**src/rtl/bus_arbiter_8.sv**
```systemverilog
// Round-robin arbiter for an 8-source bus, with one dead cycle between owners.
// Optional owner pre-emption after MAX_HOLD cycles is enabled by defining ARB_TIMEOUT_EN.
module bus_arbiter_8 #(
   parameter int MAX_HOLD = 16,
   parameter int CNT_W    = 5
) (
   input  logic       clk,
   input  logic       rst,
   input  logic [7:0] req,
   output logic [2:0] sel,
   output logic       bus_en,
   output logic [7:0] gnt,
   output logic       preempt
);

   typedef enum logic [1:0] {
      IDLE     = 2'd0,
      GRANT    = 2'd1,
      HANDOVER = 2'd2
   } state_t;

   if (MAX_HOLD < 2 || MAX_HOLD > 2**CNT_W) begin : g_bad_cfg
      $error("bus_arbiter_8: MAX_HOLD must be in 2..2**CNT_W");
   end

   state_t     state_q, state_d;
   logic [2:0] sel_q, sel_d;
   logic       bus_en_q, bus_en_d;
   logic [7:0] gnt_q, gnt_d;
   logic [2:0] last_q, last_d;

   logic       rr_found;
   logic [2:0] rr_idx;

`ifdef ARB_TIMEOUT_EN
   localparam logic [CNT_W-1:0] HOLD_LIMIT = CNT_W'(MAX_HOLD - 1);

   logic             preempt_q, preempt_d;
   logic [CNT_W-1:0] hold_cnt_q, hold_cnt_d;
   logic [7:0]       others_req;
`endif

   // Scan from last+1 upward; k==8 wraps back to last itself, so it has lowest priority.
   always_comb begin
      rr_found = 1'b0;
      rr_idx   = last_q;
      for (int unsigned k = 1; k <= 8; k++) begin
         logic [2:0] idx;
         idx = last_q + 3'(k);
         if (!rr_found && req[idx]) begin
            rr_found = 1'b1;
            rr_idx   = idx;
         end
      end
   end

`ifdef ARB_TIMEOUT_EN
   always_comb begin
      others_req = req & ~(8'b1 << sel_q);
   end
`endif

   always_comb begin
      state_d  = state_q;
      sel_d    = sel_q;
      bus_en_d = bus_en_q;
      gnt_d    = gnt_q;
      last_d   = last_q;
`ifdef ARB_TIMEOUT_EN
      preempt_d  = 1'b0;
      hold_cnt_d = hold_cnt_q;
`endif
      case (state_q)
         IDLE, HANDOVER: begin
            bus_en_d = 1'b0;
            gnt_d    = '0;
            state_d  = IDLE;
            if (rr_found) begin
               state_d  = GRANT;
               sel_d    = rr_idx;
               bus_en_d = 1'b1;
               gnt_d    = 8'b1 << rr_idx;
               last_d   = rr_idx;
`ifdef ARB_TIMEOUT_EN
               hold_cnt_d = '0;
`endif
            end
         end
         GRANT: begin
            if (!req[sel_q]) begin
               state_d  = HANDOVER;
               bus_en_d = 1'b0;
               gnt_d    = '0;
            end
`ifdef ARB_TIMEOUT_EN
            // last keeps the pre-empted owner, pushing it to the back of the RR order.
            else if (hold_cnt_q == HOLD_LIMIT && others_req != '0) begin
               state_d   = HANDOVER;
               bus_en_d  = 1'b0;
               gnt_d     = '0;
               preempt_d = 1'b1;
            end else if (hold_cnt_q != '1) begin
               hold_cnt_d = hold_cnt_q + 1'b1;
            end
`endif
         end
         default: begin
            state_d  = IDLE;
            bus_en_d = 1'b0;
            gnt_d    = '0;
         end
      endcase
   end

   always_ff @(posedge clk) begin
      if (rst) begin
         state_q  <= IDLE;
         sel_q    <= '0;
         bus_en_q <= 1'b0;
         gnt_q    <= '0;
         last_q   <= 3'd7;
      end else begin
         state_q  <= state_d;
         sel_q    <= sel_d;
         bus_en_q <= bus_en_d;
         gnt_q    <= gnt_d;
         last_q   <= last_d;
      end
   end

`ifdef ARB_TIMEOUT_EN
   always_ff @(posedge clk) begin
      if (rst) begin
         preempt_q  <= 1'b0;
         hold_cnt_q <= '0;
      end else begin
         preempt_q  <= preempt_d;
         hold_cnt_q <= hold_cnt_d;
      end
   end

   assign preempt = preempt_q;
`else
   assign preempt = 1'b0;
`endif

   assign sel    = sel_q;
   assign bus_en = bus_en_q;
   assign gnt    = gnt_q;

endmodule

```
**config.mk**
```make
export PLATFORM = sky130hd
export DESIGN_NAME = bus_arbiter_8
export DESIGN_NICKNAME = d
export VERILOG_FILES = /design/src/rtl/bus_arbiter_8.sv
export SDC_FILE = /design/constraint.sdc
export NUM_CORES = 1
export LEC_CHECK = 0
export CELL_PAD_IN_SITES_DETAIL_PLACEMENT = 1
export CELL_PAD_IN_SITES_GLOBAL_PLACEMENT = 2
export CORE_MARGIN = 2
export CORE_UTILIZATION = 30
export CTS_CLUSTER_SIZE = 10
export DETAILED_ROUTE_END_ITERATION = 7
export PLACE_DENSITY_LB_ADDON = 0.3
export REMOVE_ABC_BUFFERS = 1
export SYNTH_ARGS = -nofsm -noshare
export SYNTH_HDL_FRONTEND = slang
export SYNTH_SLANG_ARGS = --single-unit
```
**constraint.sdc**
```tcl
create_clock -name clk -period 3.8 [get_ports clk]
set_input_delay 0.76 -clock clk [delete_from_list [all_inputs] [get_ports clk]]
set_output_delay 0.76 -clock clk [all_outputs]
set_load 0.1 [all_outputs]
```
# Yosys cells after proc, flatten, opt, wreduce, memory -nomap -nowiden
# Cells that the tools add are included.
# totals
elab_cells	85
in_bits	10
out_inout_bits	13
reg_bits	17
# op_classes
n_addsub	7
muxes	43
n_eq_ne	3
n_shift	1
order_cmp	9
n_reduce_logical	17
# ops
operator	n
less-than comparator 3 x 4 -> 1 bit, second input constant	9
binary-select mux 1 bit (select 3 bit)	9
2-to-1 mux 3 bit	8
2-to-1 mux 1 bit	20
2-to-1 mux 8 bit	2
one-hot mux 8 bit (2 select lines)	1
adder 3 bit, second input constant	4
left shift 1 x 3 -> 8 bit, first input constant	1
logical AND 1 bit	7
logical NOT 1 bit	7
adder 3 x 2 -> 3 bit, second input constant	2
one-hot mux 2 bit (2 select lines)	1
adder 3 x 1 -> 3 bit, second input constant	1
== test 2 x 1 -> 1 bit, second input constant	1
== test 2 bit, second input constant	1
logical NOT 2 bit	1
2-to-1 mux 2 bit	1
!= test 2 bit, second input constant	1
one-hot mux 1 bit (2 select lines)	1
AND reduction 2 bit	1
OR reduction 2 bit	1

# Depth between registers and ports, before layout
# depth
ltp_word	28
mapped_depth	12

# Least setup slack after synthesis
# Ideal clock, no wire load.
# synth_path
path_type	register to register
from	reg last_q[1]
to	reg gnt_q[0], in the netlist gnt[0]
arrival_ns	3.454
path_stages_with_launch	12
path_buffers	2
period_less_slack_ns	3.517
path_slack_ns	0.283
path_cell_list	dfxtp_1 -> clkbuf_1 -> inv_1 -> ha_1 -> buf_2 -> mux4_2 -> mux2_2 -> or3b_4 -> o32ai_2 -> o22ai_2 -> a2111oi_2 -> a22o_1
# synth_via
elab_chain_cells	28
word_cells_on_any_way	56
classes_between	7 x add/sub; 1 x shift; 34 x mux; 14 x reduce/logical
# synth_lines
item	line_no	text
start: declaration	30	logic [2:0] last_q, last_d;
start signal: assignment	127	last_q <= last_d;
adder 3 x 1 -> 3 bit	49	idx = last_q + 3'(k);
binary-select mux 1 bit (select 3 bit)	50	if (!rr_found && req[idx]) begin
2-to-1 mux 1 bit (not written as such)	50	
2-to-1 mux 1 bit	50	
logical NOT 1 bit	50	
logical AND 1 bit	50	
2-to-1 mux 1 bit	50	
logical NOT 1 bit	50	
[12 not listed]	-	
logical AND 1 bit	50	
2-to-1 mux 1 bit	50	
logical NOT 1 bit	50	
logical AND 1 bit	50	
2-to-1 mux 3 bit	50	
left shift 1 x 3 -> 8 bit	82	gnt_d = 8'b1 << rr_idx;
2-to-1 mux 8 bit (*)	78	if (rr_found) begin
one-hot mux 8 bit (2 select lines) (*)	73	case (state_q)
end signal: assignment	126	gnt_q <= gnt_d;
end: declaration	29	logic [7:0] gnt_q, gnt_d;
# Every way passes the cells marked *; elsewhere a longest branch is shown, timed or not. The select of a mux whose other input is x is not followed.
# A chain may end at the register's enable or synchronous reset.

# Worst setup path after layout
# layout_path
from	in req[2]
to	reg gnt_q[0], in the netlist gnt[0]
# layout_via
elab_chain_cells	27
word_cells_on_any_way	52
classes_between	1 x eq/ne; 1 x shift; 36 x mux; 14 x reduce/logical
# layout_lines
item	line_no	text
start: declaration	9	input logic [7:0] req,
binary-select mux 1 bit (select 3 bit)	50	
2-to-1 mux 1 bit (not written as such)	50	
2-to-1 mux 1 bit	50	
logical NOT 1 bit	50	
logical AND 1 bit	50	
2-to-1 mux 1 bit	50	
logical NOT 1 bit	50	
logical AND 1 bit	50	
[11 not listed]	-	
logical AND 1 bit	50	
2-to-1 mux 1 bit	50	
logical NOT 1 bit	50	
logical AND 1 bit	50	
2-to-1 mux 3 bit	50	
left shift 1 x 3 -> 8 bit	82	
2-to-1 mux 8 bit	78	
one-hot mux 8 bit (2 select lines)	73	
# Several ways; a longest one is shown, not always the timed one. The select of a mux whose other input is x is not followed.

==> metrics.md <==
| Metric | Value |
|---|---|
| Outcome | `complete, no violations` |
| Mapped Area | `approximately 1500 sq um` |
| YS warnings | `0` |
| Worst setup SP type | `primary input` |
| Placed cells | `approximately 260` |
| Required time worst endpoint | `4.00 ns` |
| Most instantiated cells after synthesis | `nand2_1 (24), dfxtp_1 (17), a21oi_1 (14)` |
| # DRC | `0` |
| Setup TNS | `0 ns` |
| Grt total ovfl | `0` |
| CP peak stage delay | `roughly 0.6 ns` |
| Pre-antenna DRT Iters | `4` |
| Synth Register Bits | `17` |
| Top-count cell post-synth | `nand2_1` |
| Port buffer count | `21` |
| I/O pins | `23` |
| Crit-path cells | `clkdlybuf4s50_1, mux4_2, mux2_2, or3b_4, o32ai_2, o22ai_2, a2111oi_2, a22o_1` |
| Dpl hpwl | `around 3500 um` |
| Number of max-slew violations in the final report | `0` |
| Post-route insts no fill | `260` |
| Drt total wl | `between 4000 and 5000 um` |
| Largest net degree at the start of global routing | `16` |
| Crit Path Max Fanout | `9` |
| CORE AREA | `between 4000 and 5000 sq um` |
| Reg2reg path depth | `9` |
| Cell Rows | `25` |
| Final hold vios | `0` |
| Min-delay worst type | `flop to flop` |
| CTS tree | `built` |
| Fmax | `296.2 MHz` |
| Inserted Diodes | `0` |
| Antenna-violating nets left | `0` |
| Hold depth | `1` |
| Post-CTS sizing | `0` |
| Slew Limit Headroom | `between 30% and 40%` |
| Clock root buffer | `clkbuf_8` |
| CTS hold repair buffers | `0` |
| Post-Syn Instances | `around 170` |
| Share of cells above drive strength 1 | `between 20% and 30%` |
| Hold_sp | `state_q[1]$_SDFFE_PP0P_` |
| GRT Overall Usage | `16.86%` |
| Reg-to-reg endpoint | `gnt[0]$_SDFFE_PP0P_` |
| Endpoint, Worst Hold | `state_q[1]$_SDFFE_PP0P_` |
| Number of global-route vias before repair | `around 1500` |
| Fraction of registers with async set/reset | `0%` |
| Via count | `between 1000 and 1500` |
| Sink Count | `17` |
| Synth area leader | `dfxtp_1` |
| RSZ-0062 raised after global routing | `no` |
| Met1 usage | `between 20% and 30%` |
| Worst-path clk slew | `0.07 ns` |
| Drt first-iter violations | `66` |
| Die Span X | `between 70 and 80 um` |
| Post-CTS setup buffers | `0` |
| Ranking of synthesized cells by area | `dfxtp_1 (23%), mux4_2 (16%), nand2_1 (6.0%)` |
| Cts bufs inserted | `3` |
| Final setup violation count | `0` |
| Final worst path period need | `roughly 3.4 ns` |
| CP Capture Type | `flop` |
| Least-Margin Pin Slew | `roughly 0.97 ns` |
| First-pass GRT wire length | `between 7000 and 8000 um` |
| Share of the synthesized area in the top cell type | `between 20 and 25%` |
| Met2 GRT Util | `28.91%` |
| Die Span Y | `about 75 um` |
| Top FF cell, synth | `dfxtp_1` |
| GRT busiest layer | `met2` |
| Initial core utilization | `around a third` |
| Critical path's slowest cell | `mux4_2` |
| Clk_lat worst skew | `~0.25 ns` |
| H-tree Lvls | `1` |
| Fin crit share | `88.83%` |
| Crit path arrival time | `~3.6 ns` |
| Total die area | `5591 sq um` |
| Max-cap violations | `0` |
| Setup CP Type | `primary input to flop` |
| Post-synthesis sequential area ratio | `a little under a quarter` |
| Synth cell types | `47` |
| RePlAce Congestion | `between 0.8 and 0.9` |
| Flop-to-flop setup slack | `around 0.68 ns` |
| Avg WL per Cell | `around 17 um` |
| Vias/cell | `~5.5` |
| Worst r2r src | `last_q[0]$_SDFFE_PP1P_` |
| GR Util met3 | `between 3 and 4%` |
| Clock Skews | `0.003674 ns` |
| Layout area overhead | `25.98%` |
| Final nets | `206` |
| EDFF count, synth | `0` |
| Bufs on Longest Clock Path | `2` |
| WHS | `roughly 0.42 ns` |
| Initial antenna violation count | `0` |
| Synthesized area per cell | `a little over 9 sq um` |
-- cell families after synthesis --
kind of cell               synth area share, %
xor gates and xnor gates                 3.497
adders and majority gates                1.665
DFF                                      22.65
muxes                                    27.89
buffers and inverters                    4.580
and+or+nand+nor                          16.90
other                                   0.2496
AOI/OAI and AO/OA                        22.57
-- worst max-delay path, delay by kind of cell --
kind | cells | cell delay [ns]
buffers and inverters | 1 | 0.50
AND/OR/NAND/NOR | 1 | 0.41
AO/OA/AOI/OAI | 4 | 0.97
multiplexers | 2 | 0.93
-- registers in the layout, indices dropped and copies added, names as in the netlist --
| signal | flops |
|---|---|
| gnt | 8 |
| last_q | 3 |
| state_q | 2 |
| sel | 3 |
| bus_en | 1 |
-- layout make-up --
cell class | count | area (sq um)
inverter | 5 | 18.77
timing repair buffer | 34 | 307.8
clock buffer | 3 | 41.29
multi-input combinational | 133 | 1094
tap | 67 | 83.83
clock inverter | 1 | 7.507
sequential | 17 | 340.3
fill | 569 | 2893
-- cell usage in the layout, fill, tap and decap left out, drive strengths merged, types with 3 or more instances in the layout --
master / netlist / final
dfxtp: 17 / 17
inv: 5 / 5
nor2: 11 / 11
o21ai: 6 / 6
nand4: 6 / 6
clkdlybuf4s50: 0 / 21
clkbuf: 5 / 3
xnor2: 4 / 4
nand2: 24 / 24
a21oi: 14 / 14
mux2i: 7 / 7
buf: 5 / 13
o31ai: 5 / 5
a31oi: 3 / 3
mux2: 4 / 4
nand2b: 3 / 3
mux4: 13 / 13
-- routing by layer --
metal,part of all wire (%),vias up
met2,49,28
met5,0,-
met1,47,706
li1,-,682
met3,2.9,6
met4,1.0,0
-- worst max-delay path by stage --
stage | startpoint | endpoint | slack (ns) | depth (start not counted)
final | req[2] | gnt[0]$_SDFFE_PP0P_ | 0.42 | 8
after global routing | req[2] | gnt[0]$_SDFFE_PP0P_ | 0.29 | 8
after CTS | req[2] | gnt[0]$_SDFFE_PP0P_ | 0.42 | 8
after detailed placement | req[2] | gnt[0]$_SDFFE_PP0P_ | 0.16 | 8
after global placement | req[3] | gnt[0]$_SDFFE_PP0P_ | 0.23 | 9
after floorplan | last_q[0]$_SDFFE_PP1P_ | gnt[0]$_SDFFE_PP0P_ | 0.29 | 9
-- per-stage QoR --
step           setup slack [ns]  instance area, sq um  util (%)
6_report                 0.4243                  1893     39.56
5_1_grt                  0.2924                  1893     39.56
4_1_cts                  0.4186                  1893     39.56
3_5_place_dp             0.1587                  1844     38.54
3_3_place_gp             0.2338                  1844     38.54
2_1_floorplan            0.2921                  1453         -
Power is not shown: default switching activity piles up to over one toggle a cycle in this logic, so the estimate is an artifact.
